==> src/rtl/dmem_arbiter.sv <==
`default_nettype none
// +----------------------------------------------------------------------------+
// | dmem_arbiter : two-port (core / DMA) arbiter in front of the data memory.   |
// | Optional macro DMEM_ARB_RR_EN selects round-robin instead of core priority. |
// | Revision 1.0 - initial release                                              |
// +----------------------------------------------------------------------------+

package dmem_arbiter_pkg;
  typedef enum logic [1:0] {
    MEM_DISABLED = 2'b00,
    MEM_READ     = 2'b01,
    MEM_WRITE    = 2'b10
  } memaccess_t;

  // First word address past the end of the data memory.
  localparam logic [29:0] DMEM_WORD = 30'd1024;
endpackage

module dmem_arbiter
  import dmem_arbiter_pkg::*;
#(
  parameter int unsigned STARVE_LIMIT = 4
) (
  input  logic        clk,
  input  logic        start,

  input  logic        c_req,
  input  memaccess_t  c_memaccess,
  input  logic [29:0] c_word_addr,
  input  logic [3:0]  c_wstrb,
  input  logic [31:0] c_wdata,
  output logic        c_gnt,
  output logic        c_rvalid,
  output logic [31:0] c_rdata,
  output logic        c_fault,

  input  logic        d_req,
  input  memaccess_t  d_memaccess,
  input  logic [29:0] d_word_addr,
  input  logic [3:0]  d_wstrb,
  input  logic [31:0] d_wdata,
  output logic        d_gnt,
  output logic        d_rvalid,
  output logic [31:0] d_rdata,
  output logic        d_fault,

  output memaccess_t  m_memaccess,
  output logic [29:0] m_word_addr,
  output logic [3:0]  m_wstrb,
  output logic [31:0] m_wdata,
  input  logic [31:0] m_rdata,
  input  logic        m_fault,

  output logic        busy
);

  typedef enum logic [1:0] {
    S_BOOT  = 2'd0,
    S_IDLE  = 2'd1,
    S_ISSUE = 2'd2,
    S_RESP  = 2'd3
  } state_t;

  state_t r_state;
  logic   r_owner_dma;
  logic   w_grant;
  logic   w_dma_wins;

  assign w_grant = ((r_state == S_IDLE) || (r_state == S_RESP)) && (c_req || d_req);

`ifdef DMEM_ARB_RR_EN
  // Set after a DMA grant; reset value makes the core win the first tie.
  logic r_last_dma;

  assign w_dma_wins = d_req && (!c_req || !r_last_dma);

  always_ff @(posedge clk) begin
    if (!start) begin
      r_last_dma <= 1'b1;
    end else if (w_grant) begin
      r_last_dma <= w_dma_wins;
    end
  end
`else
  localparam logic [3:0] c_starve_limit = 4'(STARVE_LIMIT);

  logic [3:0] r_starve;

  assign w_dma_wins = d_req && (!c_req || (r_starve == c_starve_limit));

  // Counts core grants taken while DMA waits; any cycle without a DMA request clears it.
  always_ff @(posedge clk) begin
    if (!start) begin
      r_starve <= 4'd0;
    end else if (!d_req) begin
      r_starve <= 4'd0;
    end else if (w_grant) begin
      r_starve <= w_dma_wins ? 4'd0 : r_starve + 4'd1;
    end
  end
`endif

  always_ff @(posedge clk) begin
    if (!start) begin
      r_state     <= S_BOOT;
      r_owner_dma <= 1'b0;
      c_gnt       <= 1'b0;
      d_gnt       <= 1'b0;
      c_rvalid    <= 1'b0;
      d_rvalid    <= 1'b0;
      m_memaccess <= MEM_DISABLED;
      m_word_addr <= 30'd0;
      m_wstrb     <= 4'd0;
      m_wdata     <= 32'd0;
    end else begin
      c_gnt       <= 1'b0;
      d_gnt       <= 1'b0;
      c_rvalid    <= 1'b0;
      d_rvalid    <= 1'b0;
      m_memaccess <= MEM_DISABLED;
      case (r_state)
        S_BOOT: begin
          r_state <= S_IDLE;
        end
        S_ISSUE: begin
          r_state  <= S_RESP;
          c_rvalid <= !r_owner_dma;
          d_rvalid <= r_owner_dma;
        end
        S_IDLE, S_RESP: begin
          if (w_grant) begin
            r_state     <= S_ISSUE;
            r_owner_dma <= w_dma_wins;
            c_gnt       <= !w_dma_wins;
            d_gnt       <= w_dma_wins;
            if (w_dma_wins) begin
              m_memaccess <= d_memaccess;
              m_word_addr <= d_word_addr;
              m_wstrb     <= d_wstrb;
              m_wdata     <= d_wdata;
            end else begin
              m_memaccess <= c_memaccess;
              m_word_addr <= c_word_addr;
              m_wstrb     <= c_wstrb;
              m_wdata     <= c_wdata;
            end
          end else begin
            r_state <= S_IDLE;
          end
        end
        default: begin
          r_state <= S_BOOT;
        end
      endcase
    end
  end

  // Memory response is valid during RESP, so it is steered by the registered rvalid.
  assign c_rdata = c_rvalid ? m_rdata : 32'd0;
  assign d_rdata = d_rvalid ? m_rdata : 32'd0;
  assign c_fault = c_rvalid & m_fault;
  assign d_fault = d_rvalid & m_fault;
  assign busy    = (r_state != S_IDLE);

endmodule

`default_nettype wire

==> config.mk <==
export PLATFORM = sky130hd
export DESIGN_NAME = dmem_arbiter
export DESIGN_NICKNAME = d
export VERILOG_FILES = /design/src/rtl/dmem_arbiter.sv
export SDC_FILE = /design/constraint.sdc
export NUM_CORES = 1
export LEC_CHECK = 0
export BUFFER_PORTS_ARGS = -buffer_cell sky130_fd_sc_hd__buf_2
export CAP_MARGIN = 20
export CORE_AREA = 3 3 121 123
export CTS_CLUSTER_DIAMETER = 40
export CTS_CLUSTER_SIZE = 8
export DETAILED_ROUTE_END_ITERATION = 8
export DIE_AREA = 0 0 124 126
export PLACE_DENSITY = 0.72
export SLEW_MARGIN = 20
export SYNTH_ARGS = -nofsm -noshare
export SYNTH_HDL_FRONTEND = slang
export SYNTH_SLANG_ARGS = --single-unit
==> constraint.sdc <==
create_clock -name clk -period 1.82 [get_ports clk]
set_clock_uncertainty 0.15 [all_clocks]
set_input_delay 0.273 -clock clk [delete_from_list [all_inputs] [get_ports clk]]
set_output_delay 0.273 -clock clk [all_outputs]
set_load 0.05 [all_outputs]
==> implementation parameters <==
Parameter                              Value

Outcome
  Status ... completed

Logic synthesis
  Synth top area share ... 38.8%
  Syn_area_per_cell ... 7.97 µm²
  Share of flip-flops with an asynchronous set or reset ... 0%
  Portion of the post-synthesis area used by sequential elements ... 38.8%
  Cell taking the most area after synthesis ... sky130_fd_sc_hd__dfxtp_1
  Synth Warn # ... 0
  Post-synthesis cell type count ... 35
  Synthesis-stage register bit count ... 79
  Synthesized instance count ... 511
  Top area cells in the synthesized netlist ... sky130_fd_sc_hd__dfxtp_1 39%, sky130_fd_sc_hd__o211ai_1 13%, sky130_fd_sc_hd__and2_1 10%, sky130_fd_sc_hd__nand4_1 10%, sky130_fd_sc_hd__nand3_1 8.5%
  Number of flops mapped to enable cells by yosys ... 0
  Net count after synthesis ... 686
  Commonest register cell after synthesis ... sky130_fd_sc_hd__dfxtp_1
  Combined area of all synthesized cells ... 4070 µm²

Setup path
  Highest fanout seen on the critical path ... 26
  Count of buffer and inverter cells on the critical path ... 2
  Endpoint arrival time on the critical path ... 1.33 ns
  Critical path cell sequence ... buf_6 > and2_1 > buf_2
  Crit path max-delay cell type ... sky130_fd_sc_hd__dfxtp_2
  Required time at the worst-slack endpoint ... 1.40 ns
  Sort of element at the end of the critical path ... output pin
  Startpoint Class ... flip-flop
  Cell family with most CP delay ... buffers and inverters
  WS Path Type ... flip-flop to output pin
  Maximum cell stage delay along the critical path ... 0.40 ns

STA
  Final-layout setup total negative slack ... 0 ns
  Final setup vio count ... 0
  Worst Setup Slack, final ... 0.0707 ns
  Final period demand of the worst path ... 1.75 ns
  Final worst path period share ... 96.1%
  Headroom to the max-slew limit ... 67.7%
  Count of final hold-check violations ... 0
  Unrepaired setup endpoints after global routing ... false
  Highest clock frequency the design can meet ... 572 MHz
  Tightest Pin Transition ... 0.480 ns
  Pins Over Slew Limit ... 0

Layout
  Inserted Diodes ... 0
  Leading cell types in the layout, fill and taps excluded ... 292 x sky130_fd_sc_hd__buf_2, 77 x sky130_fd_sc_hd__dfxtp_1, 69 x sky130_fd_sc_hd__nand3_1, 69 x sky130_fd_sc_hd__o211ai_1, 68 x sky130_fd_sc_hd__nand2_1
  Final layout net count ... 965
  Layout-stage area growth over the synthesis result ... 51.6%
  Number of fillers in the final layout ... 1433
  Cell area after layout ... 6170 µm²
  Core occupancy in the finished layout ... 44.8%
  Layout cells sized above 1 ... 44.2%
  Most frequent standard cell in the layout excluding fill and tap cells ... sky130_fd_sc_hd__buf_2

Placement
  Worst setup timing slack at the placement stage ... 0.0972 ns
  Final weighted congestion in routability-driven placement ... 0.805
  Post-DP Area ... 5830 µm²
  Detailed-placement wirelength estimate ... 11700 µm
  Number of I/O port buffers ... 311

Die
  Die extent in x ... 124 µm
  Die Area ... 15600 µm²
  Vertical extent of the die ... 126 µm
  Number of top-level design ports ... 312
  Initial Util ... 29.6%
  Number of placement rows ... 43
  Core area ... 13800 µm²

Global route
  Grt total ovfl ... 0
  Via count of the first global-routing pass ... 4670
  Antenna violations before repair ... 1
  First-pass GRT wire length ... 23600 µm
  Maximum number of pins on one net before global-route repair ... 50
  All-layer global routing usage ... 18.9%

Min path
  Worst hold path class ... input pin to flip-flop

Detailed routing
  Length of the first detailed-routing pass in iterations ... 4
  Via/cell ratio ... 5.13
  Violation count after the first detailed-route iteration ... 201
  WL/cell ... 16.2 µm
  Routed vias ... 4994
  Antenna Violating Nets Remaining ... 0
  Post-route DRC violation count ... 0
  Total Wirelength ... 15700 µm

CTS
  Post-CTS clock slew at the launch and capture registers of the worst setup and hold paths ... 0.06 ns
  Longest Clk Path Bufs ... 2
  Post-CTS setup buffer count ... 0
  Number of buffers added by the clock tree synthesis step ... 9
  Clk sinks ... 79
  Cell chosen for the clock root ... sky130_fd_sc_hd__clkbuf_16
  TritonCTS clock tree ... done
  CTS H-tree lvls ... 3
  Worst-skew pair later-pin latency ... 0.32 ns

Job
  Max-cap violations ... 0

Pwr
  Clk network pwr share ... 36.9%
  Final total power ... 4.76 mW
  Peak supply drop ... 355 µV
  Leakage ... 2.86 nW
  Power Internal ... 3.24 mW
  Comb power frac ... 23.5%
  Seq pwr share ... 39.6%
  Net switching power of the design ... 1.52 mW
  Switching fraction of total power ... 32.0%
  Areal power density over the cells ... 770 nW/µm²
area by class of cell:
type	instances	area (µm²)	share of cell area (%)
Clock buffer	9	225	3.65
Multi-Input combinational cell	369	2190	35.4
Clock inverter	6	62.6	1.01
Sequential cell	79	1580	25.7
Timing Repair Buffer	328	1880	30.4
Inverter	3	11.3	0.182
Tap cell	180	225	3.65
flip-flops by register name (all words and copies together) (netlist names), named ones only:
name,count
m_wdata,32
d_gnt,1
d_rvalid,1
m_word_addr,30
r_starve,4
m_wstrb,4
r_owner_dma,1
m_memaccess,2
c_gnt,1
c_rvalid,1
r_state,1
power groups by stage:
stage	logic, mW	registers [mW]	clock network (mW)
final	1.12	1.88	1.75
after global routing	1.19	1.89	1.87
after CTS	1.12	1.88	1.80
after detailed placement	1.12	1.92	0
after global placement	1.11	1.92	0
after floorplan	0.374	2.24	0
metrics by stage:
stage,hold slack [ns],cells
2_1_floorplan,0.262,511
3_3_place_gp,0.291,959
3_5_place_dp,0.294,959
4_1_cts,0.0383,974
5_1_grt,0.0444,974
6_report,0.0518,974
worst paths after layout:
check | cells after the start | end | start | slack (ns)
worst min register to register | 1 | c_rvalid$_SDFF_PN0_ | r_owner_dma$_SDFFE_PN0P_ | 0.30
worst min-delay path | 3 | m_wdata[0]$_SDFFE_PN0P_ | d_wdata[0] | 0.05
worst max-delay path | 3 | c_rdata[22] | c_rvalid$_SDFF_PN0_ | 0.07
worst max register to register | 6 | m_word_addr[17]$_SDFFE_PN0P_ | r_starve[0]$_SDFFE_PN0P_ | 0.12
worst register-to-register path: cells and delay by family, from the launching register on:
family | cells | cell delay, ns
DFF | 1 | 0.34
AOI/OAI and AO/OA | 2 | 0.35
adders and majority gates | 1 | 0.20
buffers and inverters | 2 | 0.29
and+or+nand+nor | 1 | 0.25
metal layers:
metal  up-vias  track usage [%]  wire length [µm]  part of all wire (%)
met3        21             3.95              1300                   8.2
met5         -                0                13                 0.083
met2       242             35.1              8440                    54
li1       2407                -                 -                     -
met4         2             6.25               287                   1.8
met1      2322             21.1              5710                    36
synth_stat cells, types with 2 or more instances:
cell	count
sky130_fd_sc_hd__nand2b_1	3
sky130_fd_sc_hd__a21oi_1	3
sky130_fd_sc_hd__nor3_1	2
sky130_fd_sc_hd__clkbuf_1	27
sky130_fd_sc_hd__nand4_1	67
sky130_fd_sc_hd__buf_2	22
sky130_fd_sc_hd__buf_6	3
sky130_fd_sc_hd__nand3_1	69
sky130_fd_sc_hd__ha_1	2
sky130_fd_sc_hd__nand2_1	68
sky130_fd_sc_hd__o211ai_1	69
sky130_fd_sc_hd__inv_1	2
sky130_fd_sc_hd__and2_1	68
sky130_fd_sc_hd__buf_4	7
sky130_fd_sc_hd__dfxtp_1	79
kinds of logic (layout without fill, tap and decap cells):
kind of cell | after synthesis | count (layout) | share of synthesized area, %
XOR/XNOR | 2 | 2 | 0.430
AO/OA/AOI/OAI | 81 | 81 | 15.0
buffers and inverters | 63 | 346 | 7.68
flip-flops | 79 | 79 | 38.8
adder cells (fa/ha/maj) | 2 | 2 | 0.615
AND/OR/NAND/NOR | 284 | 284 | 37.5
timing repair:
item	4_1_cts	5_1_grt
gates cloned	0	0
hold buffers	0	0
setup endpoints to repair	25	43
gates resized for setup	3	21
Power figures use the tool's default switching activity.
